===== config.mk =====
export PLATFORM = sky130hd
export DESIGN_NAME = mem_port_arbiter_flat
export DESIGN_NICKNAME = d
export VERILOG_FILES = /design/src/rtl/mem_port_arbiter_if.sv /design/src/rtl/mem_port_arbiter.sv /design/src/flat_wrapper.sv
export SDC_FILE = /design/constraint.sdc
export NUM_CORES = 1
export LEC_CHECK = 0
export ABC_AREA = 1
export BUFFER_PORTS_ARGS = -buffer_cell sky130_fd_sc_hd__buf_2
export CAP_MARGIN = 40
export CORE_AREA = 2 2 207 209
export CTS_BUF_LIST = sky130_fd_sc_hd__clkbuf_16
export CTS_CLUSTER_DIAMETER = 60
export DETAILED_ROUTE_END_ITERATION = 7
export DIE_AREA = 0 0 209 211
export HOLD_SLACK_MARGIN = 0.15
export MAX_ROUTING_LAYER = met4
export PLACE_DENSITY_LB_ADDON = 0.25
export SYNTH_ARGS = -nofsm -noshare
export SYNTH_HDL_FRONTEND = slang
export SYNTH_SLANG_ARGS = --single-unit

===== constraint.sdc =====
create_clock -name clock -period 2.8 [get_ports clock]
set_clock_uncertainty 0.1 [all_clocks]
set_input_delay 0.28 -clock clock [delete_from_list [all_inputs] [get_ports clock]]
set_output_delay 0.28 -clock clock [all_outputs]
set_load 0.05 [all_outputs]

===== src/rtl/mem_port_arbiter_if.sv =====
// Bus bundle between the fetch/data requesters, the memory port and the arbiter.
// The slave modport is the arbiter's view; master is the requesters'/memory's view.
interface mem_port_arbiter_if #(
  parameter int ADDR_W = 64,
  parameter int DATA_W = 64
);
  // Instruction-fetch requester
  logic              if_req;
  logic [ADDR_W-1:0] if_addr;
  logic [DATA_W-1:0] if_rdata;
  logic              if_ack;
  logic              if_err;

  // Data (LDUR/STUR) requester
  logic              d_req;
  logic              d_we;
  logic [1:0]        d_size;
  logic [ADDR_W-1:0] d_addr;
  logic [DATA_W-1:0] d_wdata;
  logic [DATA_W-1:0] d_rdata;
  logic              d_ack;
  logic              d_err;

  // Shared memory port
  logic              mem_req;
  logic              mem_we;
  logic [1:0]        mem_size;
  logic [ADDR_W-1:0] mem_addr;
  logic [DATA_W-1:0] mem_wdata;
  logic [DATA_W-1:0] mem_rdata;
  logic              mem_ready;

  modport slave (
    input  if_req, if_addr,
    output if_rdata, if_ack, if_err,
    input  d_req, d_we, d_size, d_addr, d_wdata,
    output d_rdata, d_ack, d_err,
    output mem_req, mem_we, mem_size, mem_addr, mem_wdata,
    input  mem_rdata, mem_ready
  );

  modport master (
    output if_req, if_addr,
    input  if_rdata, if_ack, if_err,
    output d_req, d_we, d_size, d_addr, d_wdata,
    input  d_rdata, d_ack, d_err,
    input  mem_req, mem_we, mem_size, mem_addr, mem_wdata,
    output mem_rdata, mem_ready
  );
endinterface


===== src/rtl/mem_port_arbiter.sv =====
// Single-port memory arbiter for the multicycle core: fetch vs. data requester,
// bounded starvation of fetch, variable-latency handshake with timeout abort.
module mem_port_arbiter #(
  parameter int ADDR_W     = 64,
  parameter int DATA_W     = 64,
  parameter int STARVE_MAX = 3,
  parameter int TIMEOUT    = 255
) (
  input  logic                clock,
  input  logic                reset,
  mem_port_arbiter_if.slave   bus,
  output logic                busy,
  output logic                owner
);

  localparam int SC_W  = $clog2(STARVE_MAX + 1);
  localparam int TMO_W = $clog2(TIMEOUT + 1);

  localparam logic [1:0] IDLE = 2'd0;
  localparam logic [1:0] WAIT = 2'd1;
  localparam logic [1:0] DONE = 2'd2;

  localparam logic [1:0] FETCH_SIZE = 2'b11;

  logic [1:0]        state;
  logic [SC_W-1:0]   starve_cnt;
  logic [TMO_W-1:0]  tmo_cnt;

  logic              mem_req_q;
  logic              mem_we_q;
  logic [1:0]        mem_size_q;
  logic [ADDR_W-1:0] mem_addr_q;
  logic [DATA_W-1:0] mem_wdata_q;
  logic [DATA_W-1:0] if_rdata_q;
  logic [DATA_W-1:0] d_rdata_q;
  logic              if_ack_q;
  logic              if_err_q;
  logic              d_ack_q;
  logic              d_err_q;
  logic              owner_q;

  logic              grant_valid;
  logic              grant_data;
  logic              tmo_hit;

  // NOTE: every output of a combinational block gets a default first, so no
  // path leaves it unassigned and no latch is inferred.
  always_comb begin
    grant_valid = 1'b0;
    grant_data  = 1'b0;
    if (state == IDLE) begin
      if (bus.d_req && (!bus.if_req || (starve_cnt < SC_W'(STARVE_MAX)))) begin
        grant_valid = 1'b1;
        grant_data  = 1'b1;
      end else if (bus.if_req) begin
        grant_valid = 1'b1;
      end
    end
  end

  // Last WAIT edge before abort; mem_ready on this same edge still wins.
  assign tmo_hit = (tmo_cnt == TMO_W'(TIMEOUT - 1));

  // NOTE: state registers use non-blocking assignments so every register in
  // the block samples pre-edge values, matching the flop hardware.
  always_ff @(posedge clock or negedge reset) begin
    if (!reset) begin
      state       <= IDLE;
      starve_cnt  <= '0;
      tmo_cnt     <= '0;
      mem_req_q   <= 1'b0;
      mem_we_q    <= 1'b0;
      mem_size_q  <= '0;
      mem_addr_q  <= '0;
      mem_wdata_q <= '0;
      if_rdata_q  <= '0;
      d_rdata_q   <= '0;
      if_ack_q    <= 1'b0;
      if_err_q    <= 1'b0;
      d_ack_q     <= 1'b0;
      d_err_q     <= 1'b0;
      owner_q     <= 1'b0;
    end else begin
      // Completion strobes are single-cycle pulses.
      if_ack_q <= 1'b0;
      if_err_q <= 1'b0;
      d_ack_q  <= 1'b0;
      d_err_q  <= 1'b0;

      case (state)
        IDLE: begin
          if (grant_valid) begin
            state     <= WAIT;
            mem_req_q <= 1'b1;
            owner_q   <= grant_data;
            tmo_cnt   <= '0;
            if (grant_data) begin
              mem_we_q    <= bus.d_we;
              mem_size_q  <= bus.d_size;
              mem_addr_q  <= bus.d_addr;
              mem_wdata_q <= bus.d_wdata;
              if (bus.if_req && (starve_cnt < SC_W'(STARVE_MAX)))
                starve_cnt <= starve_cnt + SC_W'(1);
            end else begin
              mem_we_q    <= 1'b0;
              mem_size_q  <= FETCH_SIZE;
              mem_addr_q  <= bus.if_addr;
              mem_wdata_q <= '0;
              starve_cnt  <= '0;
            end
          end
        end

        WAIT: begin
          if (bus.mem_ready) begin
            state     <= DONE;
            mem_req_q <= 1'b0;
            if (owner_q) begin
              d_rdata_q <= bus.mem_rdata;
              d_ack_q   <= 1'b1;
            end else begin
              if_rdata_q <= bus.mem_rdata;
              if_ack_q   <= 1'b1;
            end
          end else if (tmo_hit) begin
            state     <= DONE;
            mem_req_q <= 1'b0;
            if (owner_q) d_err_q  <= 1'b1;
            else         if_err_q <= 1'b1;
          end else begin
            tmo_cnt <= tmo_cnt + TMO_W'(1);
          end
        end

        // Turnaround cycle: the requester drops its request while ack/err is visible.
        DONE: begin
          state <= IDLE;
        end

        default: begin
          state     <= IDLE;
          mem_req_q <= 1'b0;
        end
      endcase
    end
  end

  assign bus.mem_req   = mem_req_q;
  assign bus.mem_we    = mem_we_q;
  assign bus.mem_size  = mem_size_q;
  assign bus.mem_addr  = mem_addr_q;
  assign bus.mem_wdata = mem_wdata_q;
  assign bus.if_rdata  = if_rdata_q;
  assign bus.if_ack    = if_ack_q;
  assign bus.if_err    = if_err_q;
  assign bus.d_rdata   = d_rdata_q;
  assign bus.d_ack     = d_ack_q;
  assign bus.d_err     = d_err_q;

  assign busy  = (state != IDLE);
  assign owner = owner_q;

endmodule

===== src/flat_wrapper.sv =====
// flat-port wrapper written by rule: the top's interface ports become plain ports
module mem_port_arbiter_flat 
#(
  parameter int ADDR_W     = 64,
  parameter int DATA_W     = 64,
  parameter int STARVE_MAX = 3,
  parameter int TIMEOUT    = 255
)
  (clock, reset, busy, owner, bus_if_req, bus_if_addr, bus_if_rdata, bus_if_ack, bus_if_err, bus_d_req, bus_d_we, bus_d_size, bus_d_addr, bus_d_wdata, bus_d_rdata, bus_d_ack, bus_d_err, bus_mem_req, bus_mem_we, bus_mem_size, bus_mem_addr, bus_mem_wdata, bus_mem_rdata, bus_mem_ready);
  mem_port_arbiter_if #(.ADDR_W(ADDR_W), .DATA_W(DATA_W)) bus_i ();
  input  logic clock;
  input  logic reset;
  output logic busy;
  output logic owner;
  input wire logic [$bits(bus_i.if_req)-1:0] bus_if_req;
  input wire logic [$bits(bus_i.if_addr)-1:0] bus_if_addr;
  output wire logic [$bits(bus_i.if_rdata)-1:0] bus_if_rdata;
  output wire logic [$bits(bus_i.if_ack)-1:0] bus_if_ack;
  output wire logic [$bits(bus_i.if_err)-1:0] bus_if_err;
  input wire logic [$bits(bus_i.d_req)-1:0] bus_d_req;
  input wire logic [$bits(bus_i.d_we)-1:0] bus_d_we;
  input wire logic [$bits(bus_i.d_size)-1:0] bus_d_size;
  input wire logic [$bits(bus_i.d_addr)-1:0] bus_d_addr;
  input wire logic [$bits(bus_i.d_wdata)-1:0] bus_d_wdata;
  output wire logic [$bits(bus_i.d_rdata)-1:0] bus_d_rdata;
  output wire logic [$bits(bus_i.d_ack)-1:0] bus_d_ack;
  output wire logic [$bits(bus_i.d_err)-1:0] bus_d_err;
  output wire logic [$bits(bus_i.mem_req)-1:0] bus_mem_req;
  output wire logic [$bits(bus_i.mem_we)-1:0] bus_mem_we;
  output wire logic [$bits(bus_i.mem_size)-1:0] bus_mem_size;
  output wire logic [$bits(bus_i.mem_addr)-1:0] bus_mem_addr;
  output wire logic [$bits(bus_i.mem_wdata)-1:0] bus_mem_wdata;
  input wire logic [$bits(bus_i.mem_rdata)-1:0] bus_mem_rdata;
  input wire logic [$bits(bus_i.mem_ready)-1:0] bus_mem_ready;
  assign bus_i.if_req = bus_if_req;
  assign bus_i.if_addr = bus_if_addr;
  assign bus_if_rdata = bus_i.if_rdata;
  assign bus_if_ack = bus_i.if_ack;
  assign bus_if_err = bus_i.if_err;
  assign bus_i.d_req = bus_d_req;
  assign bus_i.d_we = bus_d_we;
  assign bus_i.d_size = bus_d_size;
  assign bus_i.d_addr = bus_d_addr;
  assign bus_i.d_wdata = bus_d_wdata;
  assign bus_d_rdata = bus_i.d_rdata;
  assign bus_d_ack = bus_i.d_ack;
  assign bus_d_err = bus_i.d_err;
  assign bus_mem_req = bus_i.mem_req;
  assign bus_mem_we = bus_i.mem_we;
  assign bus_mem_size = bus_i.mem_size;
  assign bus_mem_addr = bus_i.mem_addr;
  assign bus_mem_wdata = bus_i.mem_wdata;
  assign bus_i.mem_rdata = bus_mem_rdata;
  assign bus_i.mem_ready = bus_mem_ready;
  mem_port_arbiter #(.ADDR_W(ADDR_W), .DATA_W(DATA_W), .STARVE_MAX(STARVE_MAX), .TIMEOUT(TIMEOUT)) u_core (.clock(clock), .reset(reset), .bus(bus_i), .busy(busy), .owner(owner));
endmodule

==> out/results.txt <==
Run status - finished, final reports clean
Boundary pin count - 530
# Post-CTS Setup Buffers - 0
Antenna violations before repair - 6
GRT Residual Overflow - 0
Total leakage power - 9.08 nW
TritonCTS clock tree - built
Final nets - 2,135
RSZ-0062 raised after global routing - no
Die X - 209 µm
Fillers - 4,069
Area enclosed by the die boundary - 0.0441 mm²
Total routing resource utilization after global routing - 18.8%
Share of synthesized cell area in full adder, half adder and majority cells - 0.348%
Worst min path class - in -> async
Final Critical Period - 2490 ps
Share of synthesized cell area in and, or, nand and nor gates - 11.3%
Critical path fanouts, max - 69
Final clock period utilization by the worst path - 89.0%
Capturing element of the worst setup path - u_core.bus.mem_addr[12]
Clock sink count - 277
Sequential cell area - 0.00693 mm²
Fraction of registers with async set or reset after synthesis - 100%
Final GP Congestion - 0.836
R2R depth - 7
Transition time at the pin with the least slew margin - 835 ps
Share of synthesized area spent on multiplexers - 0%
Final setup violation count - 0
H-Tree Level Count - 2
Endpoint required time on the critical path - 3170 ps
Synth Net Count - 1,354
Placement Setup Slack - 777 ps
Fraction of synthesized cell area in xor and xnor cells - 0%
Per-cell via count in the routed design - 4.51
Number of enable-type register cells in the synthesized netlist - 0
First-pass iteration count of the detailed router - 5
Worst Setup Start Kind - flop
Most repeated cell in the gate-level netlist after synthesis - dfrtp_1
Area Growth Syn to Fin - 65.5%
Most frequent cells after synthesis - dfrtp_1 (277), nand2_1 (221), a21oi_1 (131), o21ai_0 (122), inv_1 (80)
Type of the setup path with the least slack - reg -> reg
Total of max-cap violations - 0
Pwr/cell area - 1400 mW/mm²
Post-synthesis cell area - 0.0108 mm²
Slew Limit Headroom - 44.3%
Y dimension of the die - 211 µm
Compound-cell area share of the yosys netlist - 18.0%
Yosys top cell by area - dfrtp_1
TNS Setup - 0 ps
CTS max path bufs - 3
Worst skew pair latency - 530 ps
Via Count - 11,000
Starting density of the core - 25.8%
Final Hold Fails - 0
IO Port Bufs - 529
CTS clock-pin slew for the worst setup and hold paths - 60 ps
Unique masters post-synth - 21
Most frequent cell on the critical path - a21oi_1
Number of cells produced by synthesis - 1,087
Wire length of the first global-routing pass - 63,200 µm
Max-slew violation total from the final report - 0
Remaining DRCs - 0
Clock buffer count from CTS - 36
Number of global-route vias before repair - 11,300
Commonest register cell after synthesis - dfrtp_1
CTS root buf - clkbuf_16
Max frequency - 0.401 GHz
Largest stage delay, worst path - 620 ps
Combinational family with the most area after synthesis - compound AO/OA/AOI/OAI gates
Destination of the worst register-to-register timing path - u_core.bus.mem_addr[12]
Core Footprint - 0.0418 mm²
Pin count of the biggest net entering global routing - 99
Setup slack, reg-to-reg - 310 ps
Number of nets with antenna violations after detailed routing - 0
DR WL/cell - 16.8 µm
Fraction of the core area covered by cells at the end of the flow - 42.7%
Final setup slack of the worst path - 308 ps
Worst setup startpoint - u_core.starve_cnt[0]
Post-synth top area share - 64.3%
Syn. warnings - 0
WL final - 41,000 µm
CP Cell Sequence - ha_1 -> nand2_1 -> nand3_2 -> buf_4 -> a21oi_1 -> a21oi_1 -> dlygate4sd3_1
Cell with the biggest individual delay on the critical path - buf_4
Combined area of the multi-input logic cells - 0.00323 mm²
Layout cell share with drive strength beyond 1 - 32.2%
Top cells by area in the synthesized netlist - dfrtp_1 (64%), nand2_1 (7.7%), a21oi_1 (6.1%)
Mean area per synthesized cell - 9.92 µm²
Detailed placement HPWL - 28,200 µm
IR drop worst, VDD - 0.693 mV
Synth Register Bits - 277
CP Data Arrival Time - 2860 ps
Share of the yosys chip area belonging to registers - 64.3%
Critical R2R Launch - u_core.starve_cnt[0]
Site Rows - 75
Crit path capture type - flop
Initial DRC Count - 757
==> through the flow <==
stage	instances	hold WS, ps	power (mW)	area, µm²
2_1_floorplan	1087	-116	16.0	10800
3_3_place_gp	2106	188	19.4	14100
3_5_place_dp	2106	185	19.5	14100
4_1_cts	2431	185	25.1	17800
5_1_grt	2436	256	26.3	17800
6_report	2437	228	25.0	17800
==> per-layer routing <==
metal | vias to the layer above | share of wire, % | track usage, %
met5 | - | 0 | -
met4 | 0 | 4.4 | 8.89
met3 | 79 | 7.4 | 5.11
met2 | 485 | 45 | 28.7
met1 | 5243 | 43 | 23.1
li1 | 5189 | - | -
==> worst max-delay path, delay by kind of cell (launching register included) <==
kind	cells	cell delay [ps]
AO/OA/AOI/OAI	2	380
buffers and inverters	2	1200
AND/OR/NAND/NOR	2	160
flip-flops	1	370
adder cells (fa/ha/maj)	1	150
==> cell families after synthesis <==
family                   count (synthesis)
AND/OR/NAND/NOR                        315
flip-flops                             277
AO/OA/AOI/OAI                          338
adder cells (fa/ha/maj)                  3
buffers and inverters                  154
==> placed cells by master (no fill, tap or decap) <==
master and instances:
buf_8 1, o31ai_1 1, nand2_1 221, clkinv_2 3
nand3_2 1, clkinv_4 1, inv_4 1, inv_6 2
clkinvlp_4 2, o22ai_1 2, nor3_1 3, a21oi_1 131
dfrtp_1 277, inv_8 2, o21ai_1 16, a22o_1 65
nand3_4 2, bufinv_16 2, nand3_1 10, nor2_1 76
o21ai_4 1, ha_1 3, buf_2 528, diode_2 6
buf_12 8, o21ai_0 122, buf_4 14, inv_2 1
nor2_2 1, clkinv_1 7, dlygate4sd3_1 263, buf_6 1
inv_1 86, clkbuf_16 37, nor2_4 1
==> cell type report <==
| class | instances | area share, % |
|---|---|---|
| Inverter | 82 | 1.74 |
| Sequential cell | 277 | 38.8 |
| Multi-Input combinational cell | 656 | 18.1 |
| Clock inverter | 25 | 1.05 |
| Timing Repair Buffer | 815 | 31.2 |
| Tap cell | 539 | 3.78 |
| Clock buffer | 37 | 5.19 |
| Antenna cell | 6 | 0.0841 |
==> state kept, by name, indices dropped and copies added (netlist names), 2 cells and up <==
name,cells
u_core.state,2
u_core.bus.d_rdata,64
u_core.bus.mem_addr,64
u_core.starve_cnt,2
u_core.bus.mem_wdata,64
u_core.bus.if_rdata,64
u_core.bus.mem_size,2
u_core.tmo_cnt,8
==> how the worst min path moves through the flow <==
stage                                          to  slack [ps]  cells after the start
final                     u_core.bus.mem_addr[14]         230                      2
after global routing      u_core.bus.mem_addr[14]         260                      2
after CTS                 u_core.bus.mem_addr[14]         190                      2
after detailed placement  u_core.bus.mem_addr[14]         180                      1
after global placement    u_core.bus.mem_addr[14]         190                      1
after floorplan                  u_core.bus.d_ack        -120                      0
==> timing repair <==
item,in CTS,in global routing
endpoints found under the hold margin,495,0
endpoints found under the setup margin,0,3
hold buffers,263,0
resized for setup,0,1
==> power breakdown <==
part / switching, mW / internal (mW)
logic: 10.0 / 3.71
clock network: 1.79 / 2.59
registers: 1.02 / 5.86
total: 12.8 / 12.2
Note: power is estimated with default switching activity, not from simulation.
